[src/rtl/lut_pkg.sv]
`default_nettype none
// ============================================================================
// Module      : lut_pkg
// Description : Shared types, defaults and canned truth tables for the
//               programmable LUT cell.
// Revision    : 1.0 - initial release
// ============================================================================
package lut_pkg;

    // Configuration state of a LUT site
    typedef enum logic [1:0] {
        UNCONF  = 2'd0,
        LOADING = 2'd1,
        READY   = 2'd2
    } lut_state_e;

    localparam int K_DEFAULT = 2;

    // Truth-table depth for a K-input cell
    function automatic int depth(input int k);
        return 1 << k;
    endfunction

    // Canned K=2 truth tables; bit i is the output for sel == i
    localparam logic [3:0] TT_NAND = 4'b0111;
    localparam logic [3:0] TT_NOR  = 4'b0001;
    localparam logic [3:0] TT_XOR  = 4'b0110;
    localparam logic [3:0] TT_AND  = 4'b1000;

endpackage
`default_nettype wire

[src/rtl/lut_cfg_loader.sv]
`default_nettype none
// ============================================================================
// Module      : lut_cfg_loader
// Description : Holds the LUT truth table. Accepts a serial (MSB first) or a
//               parallel load, tracks configuration state and pulses
//               o_cfg_done for one cycle when a load completes.
// Revision    : 1.0 - initial release
// ============================================================================
module lut_cfg_loader
    import lut_pkg::*;
#(
    parameter int                   K           = K_DEFAULT,
    parameter logic [depth(K)-1:0]  RESET_TABLE = '0
) (
    input  logic                    clk,
    input  logic                    rst,
    input  logic                    i_cfg_en,
    input  logic                    i_cfg_bit,
    input  logic                    i_cfg_load,
    input  logic [depth(K)-1:0]     i_cfg_word,
    output logic [depth(K)-1:0]     o_table,
    output logic                    o_ready,
    output logic                    o_cfg_done
);

    localparam int N  = depth(K);
    localparam int CW = $clog2(N + 1);

    lut_state_e     r_state;
    lut_state_e     w_state_nxt;
    logic [N-1:0]   r_table;
    logic [N-1:0]   w_table_nxt;
    logic [CW-1:0]  r_cnt;
    logic [CW-1:0]  w_cnt_nxt;
    logic           r_cfg_done;
    logic           w_cfg_done_nxt;

    // State register: configuration state, table, bit counter and done pulse
    always_ff @(posedge clk) begin
        if (rst) begin
            r_state    <= UNCONF;
            r_table    <= RESET_TABLE;
            r_cnt      <= '0;
            r_cfg_done <= 1'b0;
        end else begin
            r_state    <= w_state_nxt;
            r_table    <= w_table_nxt;
            r_cnt      <= w_cnt_nxt;
            r_cfg_done <= w_cfg_done_nxt;
        end
    end

    // Next-state logic: parallel load dominates and aborts any serial load
    always_comb begin
        w_state_nxt    = r_state;
        w_table_nxt    = r_table;
        w_cnt_nxt      = r_cnt;
        w_cfg_done_nxt = 1'b0;
        if (i_cfg_load) begin
            w_table_nxt    = i_cfg_word;
            w_cnt_nxt      = '0;
            w_state_nxt    = READY;
            w_cfg_done_nxt = 1'b1;
        end else if (i_cfg_en) begin
            w_table_nxt = {r_table[N-2:0], i_cfg_bit};
            if (r_state != LOADING) begin
                // First bit of a fresh serial load
                w_state_nxt = LOADING;
                w_cnt_nxt   = CW'(1);
            end else if (r_cnt == CW'(N - 1)) begin
                // N-th bit just shifted in: table complete
                w_state_nxt    = READY;
                w_cnt_nxt      = '0;
                w_cfg_done_nxt = 1'b1;
            end else begin
                w_cnt_nxt = r_cnt + CW'(1);
            end
        end
    end

    // Output logic: expose table, readiness and the done pulse
    always_comb begin
        o_table    = r_table;
        o_ready    = (r_state == READY);
        o_cfg_done = r_cfg_done;
    end

endmodule
`default_nettype wire

[src/rtl/prog_lut_cell.sv]
`default_nettype none
// ============================================================================
// Module      : prog_lut_cell
// Description : Run-time programmable K-input lookup-table cell. The table is
//               configured through lut_cfg_loader; evaluation reads
//               table[sel] with one cycle of latency and a valid flag.
// Revision    : 1.0 - initial release
// ============================================================================
module prog_lut_cell
    import lut_pkg::*;
#(
    parameter int                   K           = K_DEFAULT,  // legal 1..6
    parameter logic [depth(K)-1:0]  RESET_TABLE = '0
) (
    input  logic                    clk,
    input  logic                    reset,
    input  logic                    cfg_en,
    input  logic                    cfg_bit,
    input  logic                    cfg_load,
    input  logic [depth(K)-1:0]     cfg_word,
    input  logic                    in_valid,
    input  logic [K-1:0]            sel,
    output logic                    out,
    output logic                    out_valid,
    output logic                    ready,
    output logic                    cfg_done
);

    localparam int N = depth(K);

    logic [N-1:0]   w_table;
    logic           w_ready;
    logic           r_out;
    logic           r_out_valid;

    lut_cfg_loader #(
        .K           (K),
        .RESET_TABLE (RESET_TABLE)
    ) u_loader (
        .clk        (clk),
        .rst        (reset),
        .i_cfg_en   (cfg_en),
        .i_cfg_bit  (cfg_bit),
        .i_cfg_load (cfg_load),
        .i_cfg_word (cfg_word),
        .o_table    (w_table),
        .o_ready    (w_ready),
        .o_cfg_done (cfg_done)
    );

    // Evaluation register: uses the table as it stood before this edge, so a
    // same-cycle load only becomes visible to the next request
    always_ff @(posedge clk) begin
        if (reset) begin
            r_out       <= 1'b0;
            r_out_valid <= 1'b0;
        end else if (in_valid && w_ready) begin
            r_out       <= w_table[sel];
            r_out_valid <= 1'b1;
        end else begin
            r_out_valid <= 1'b0;
        end
    end

    // Drive the outward-facing result and status
    always_comb begin
        out       = r_out;
        out_valid = r_out_valid;
        ready     = w_ready;
    end

endmodule
`default_nettype wire
[config.mk]
export PLATFORM = sky130hd
export DESIGN_NAME = prog_lut_cell
export DESIGN_NICKNAME = d
export VERILOG_FILES = /design/src/rtl/lut_pkg.sv /design/src/rtl/lut_cfg_loader.sv /design/src/rtl/prog_lut_cell.sv
export SDC_FILE = /design/constraint.sdc
export NUM_CORES = 1
export LEC_CHECK = 0
export BUFFER_PORTS_ARGS = -buffer_cell sky130_fd_sc_hd__clkbuf_2
export CAP_MARGIN = 20
export CORE_MARGIN = 4
export CORE_UTILIZATION = 35
export CTS_CLUSTER_SIZE = 24
export DETAILED_ROUTE_END_ITERATION = 7
export GPL_TIMING_DRIVEN = 0
export REMOVE_ABC_BUFFERS = 1
export SYNTH_ARGS = -nofsm -noshare
export SYNTH_HDL_FRONTEND = slang
export SYNTH_SLANG_ARGS = --single-unit
[constraint.sdc]
create_clock -name clk -period 0.93 [get_ports clk]
set_input_delay 0.186 -clock clk [delete_from_list [all_inputs] [get_ports clk]]
set_output_delay 0.186 -clock clk [all_outputs]
set_load 0.1 [all_outputs]
======== Word-level counts from Yosys, hierarchy flattened ========
Cells that the tools add are included.
storage, ports and cells
  input port bits ......................... 12
  bits in read-only memories .............. 0
  memories kept ........................... 0
  memory bits (writable) .................. 0
  bits in latches ......................... 0
  flip-flop bits (word level) ............. 12
  logic and storage cells ................. 34
cells by class
  shift-type cells ........................ 0
  equal/unequal tests ..................... 3
  mux-type cells .......................... 15
  bitwise operators ....................... 0
  divide/modulo/power cells ............... 0
  multipliers ............................. 0
  reductions and logical operators ........ 7
  $add $sub $neg .......................... 1
  order comparisons ....................... 1
operator list
  cell                                                                          number
  2-bit 2-to-1 mux                                                              4
  4-bit 2-to-1 mux                                                              2
  1-bit 2-to-1 mux                                                              6
  3-bit 2-to-1 mux                                                              2
  2-bit AND reduction                                                           2
  2-bit nonzero test                                                            2
  3-bit by 1-bit adder with 3-bit output, second input constant                 1
  3-bit by 2-bit == test with 1-bit output, second input constant               1
  2-bit by 3-bit less-than comparator with 1-bit output, second input constant  1
  3-bit nonzero test                                                            1
  1-bit binary-select mux with 2-bit select                                     1
  2-bit == test, second input constant                                          1
  2-bit by 1-bit inequality test with 1-bit output, second input constant       1
  2-bit OR reduction                                                            1
  1-bit logical AND                                                             1

======== Logic depth before layout (Yosys ltp) ========
  depth in word-level cells ............... 5
  gate-level depth with buffers ........... 4

======== Modules after synthesis ========
Synthesis repeated with hierarchy kept, for this count alone.
unflattened totals
  cell total of the unflattened synthesis .. 56
  area, all modules ....................... 551.8 um2
modules (own cells, without submodules)
  module          area an instance (um2)  cells an instance  sequential area each (um2)  times used
  lut_cfg_loader  459.2                   48                 200.2                       1
  prog_lut_cell   92.6                    8                  40.0                        1

======== Worst setup path before layout ========
OpenSTA, ideal clock, no wires.
  path kind ............................... register to output
  start point ............................. reg u_loader.r_state[1]
  end point ............................... out ready
  data required time ...................... 0.744 ns
  arrival ................................. 1.695 ns
  setup slack ............................. -0.951 ns
  stages on the path, launching flop included .. 2
  path through ............................ dfxtp_1 -> nor2b_1
between the ends
  word-level cells in the longest chain between the ends .. 1
ends and longest elaborated chain
  what                    line                  RTL
  start, declared         lut_cfg_loader.sv:29  lut_state_e r_state;
  start signal, assigned  lut_cfg_loader.sv:46  r_state <= w_state_nxt;
  2-bit == test           lut_cfg_loader.sv:84  o_ready = (r_state == READY);
  end, declared           prog_lut_cell.sv:25   output logic ready,
No other way between the ends.

======== Worst setup path after layout ========
Same ends and word-level chain as after synthesis.

==> qor.csv <==
metric,value,unit
outcome,"complete, but fails checks",
failing checks,setup timing,
Iter 0 DRT Violations,0,
post-synthesis cell area,529,um^2
routed wl met3,71,um
Die Area,2200,um^2
gpl congestion,0.651,
final cell count without fillers,86,
cell taking the most area after synthesis,dfxtp_1,
count of input and output buffers,15,
CTS max path bufs,2,
global-route wire length before repair,1800,um
number of synthesized register bits,12,
DRC violations left,0,
crit path capture type,output pin,
Layout area overhead,48.5,%
Rel. slew slack,79.1,%
Setup WS post-layout,-0.219,ns
highest clock rate,870,MHz
fin crit share,124,%
DR pass1 iterations,1,
"Seq/Total Area, Yosys",45.4,%
startpoint types,flip-flop,
Critical Path Max Stage Delay,0.35,ns
"Setup violations, final",11,
Synth warnings,0,
cell chain of the critical path,"nor2b_4, clkbuf_16",
"Clk pin slew, worst setup/hold paths",0.08,ns
Vias/cell,4.98,
Synth area leaders,"dfxtp_1, mux2i_1, mux2_2",
Pwr Density,1520,nW/um^2
setup TNS,-1.12,ns
layout net count,85,
routed via count,428,
placed cells,79,
DRT antenna net count,0,
final hold slack,0.146,ns
HP Class,in -> reg,
post-synthesis cell type count,19,
Antenna Cells,0,
Max IR drop VDD,0.000881,V
post-cts hold buffer count,0,
H-tree depth,1,
post-synth top area share,45.4,%
Routed WL per cell,12.3,um
DR WL met2,490,um
all-layer global routing usage,11.8,%
Metal-1 WL,501,um
Pwr Total,1.19,mW
Initial Util,38.7,%
Leakage,0.352,nW
clock latency on the worst-skew pair,0.27,ns
MaxCap Viol Count,0,
highest metal used,met3,
CTS Root Cell,clkbuf_4,
antenna violations before repair,0,
Core ar.,1370,um^2
Sink Count,12,
TritonCTS Buffers,3,
Die Wd,46.9,um
grt total ovfl,0,
Worst Path Arrival,0.96,ns
die height,46.9,um
maximum number of pins on one net before global-route repair,14,
layout cells sized above 1,53.5,%
CP Max Fanout,3,
Least-Margin Pin Slew,0.314,ns
count of final hold-check violations,0,
Final Max Slew Viols,0,
CP max-delay cell,dfxtp_2,
Period minus WS final,1.15,ns
Top Ports,16,
HPWL after DPL,701,um
Setup CP Type,reg -> out,
cell count after synthesis,52,
vias in the first global route,415,
unrepaired setup endpoints after global routing,true,
"Avg Cell Area, Syn",10.2,um^2
critical path required time,0.74,ns
"wirelength, routed",1060,um
Rows,13,
TritonCTS clock tree,built,
worst clock skew,0.00540,ns
-- cells in the final DEF, fill, tap and decap left out --
master and count:
clkbuf_2 11, nor2_1 8, dfxtp_2 6, dfxtp_1 6, mux2i_1 5, clkbuf_16 4, mux2_2 3, clkbuf_4 3
buf_4 3, nor2b_4 2, o21ai_0 2, a31oi_1 2, nand2b_1 2, a21oi_1 2, and2b_2 1, mux2_4 1
o21a_1 1, a21oi_2 1, nor2b_1 1, nor3_1 1, a31oi_4 1, mux4_2 1, nand3b_1 1, nand2_1 1
ha_1 1, clkbuf_8 1
-- worst paths after layout --
kind	endpoint	cells past startpoint	from	slack [ns]
worst min register to register	u_loader.r_cnt[2]	2	u_loader.r_cnt[2]	0.48
worst max-delay path	ready	2	u_loader.r_state[1]	-0.22
worst min-delay path	u_loader.o_table[0]	3	cfg_word[0]	0.15
worst max register to register	out	3	u_loader.o_table[0]	-0.17
-- synth_stat cells --
library cell,number
o21ai_0,2
mux4_2,1
dfxtp_1,12
a31oi_1,3
ha_1,1
nor2b_1,3
nand3b_1,1
nor3_1,1
nand2b_1,2
buf_6,1
mux2_4,1
nor2_1,8
clkbuf_1,2
mux2i_1,5
o21a_1,1
nand2_1,1
a21oi_1,3
and2b_1,1
mux2_2,3
-- metal layers --
layer,vias to the layer above,GRT usage [%]
met3,0,3.83
li1,218,-
met5,-,0
met2,14,16.8
met4,0,4.97
met1,196,16.2
-- cell families (layout without fill, tap and decap cells) --
family                     count (synthesis)  count (layout)  synth area share [%]
adders and majority gates                  1               1                  2.36
DFF                                       12              12                  45.4
AOI/OAI and AO/OA                          9               9                  9.69
muxes                                     10              10                  22.9
and+or+nand+nor                           17              17                  16.1
buffers and inverters                      3              22                  3.55
-- per-stage QoR --
step | instance area (um^2) | util, % | worst slack, ns
floorplan | 510 | - | -0.951
global placement | 604 | 44.2 | -0.192
detailed placement | 604 | 44.2 | -0.199
CTS | 781 | 57.1 | -0.230
global route | 786 | 57.5 | -0.270
finish | 786 | 57.5 | -0.219
-- sequential cells by signal (all words and copies together), names as in the netlist --
register / count
out: 1
u_loader.r_cnt: 3
out_valid: 1
u_loader.o_cfg_done: 1
u_loader.r_state: 2
u_loader.o_table: 4
-- power by group --
part           internal (mW)  total [mW]  leakage (nW)  switching, mW
Clock                  0.237       0.413        0.0210          0.176
Sequential             0.539       0.556         0.101         0.0169
Combinational          0.106       0.222         0.231          0.116
Total                  0.883        1.19         0.352          0.308
-- area by class of cell --
cell class | count | area [um^2]
Fill cell | 131 | 581
Sequential cell | 12 | 248
Multi-Input combinational cell | 37 | 305
Tap cell | 15 | 18.8
Timing Repair Buffer | 18 | 178
Clock buffer | 4 | 36.3
-- worst max-delay path: cells and delay by family (launching register included) --
| family | cells | cell delay (ns) |
|---|---|---|
| buf+inv | 1 | 0.20 |
| flops | 1 | 0.35 |
| simple gates | 1 | 0.15 |
-- repair_timing --
action                                  4_1_cts  5_1_grt
gates resized for setup                      24        2
setup buffers                                 3        0
pin swaps                                     6        2
endpoints found under the setup margin       10       11
Power figures use the tool's default switching activity.
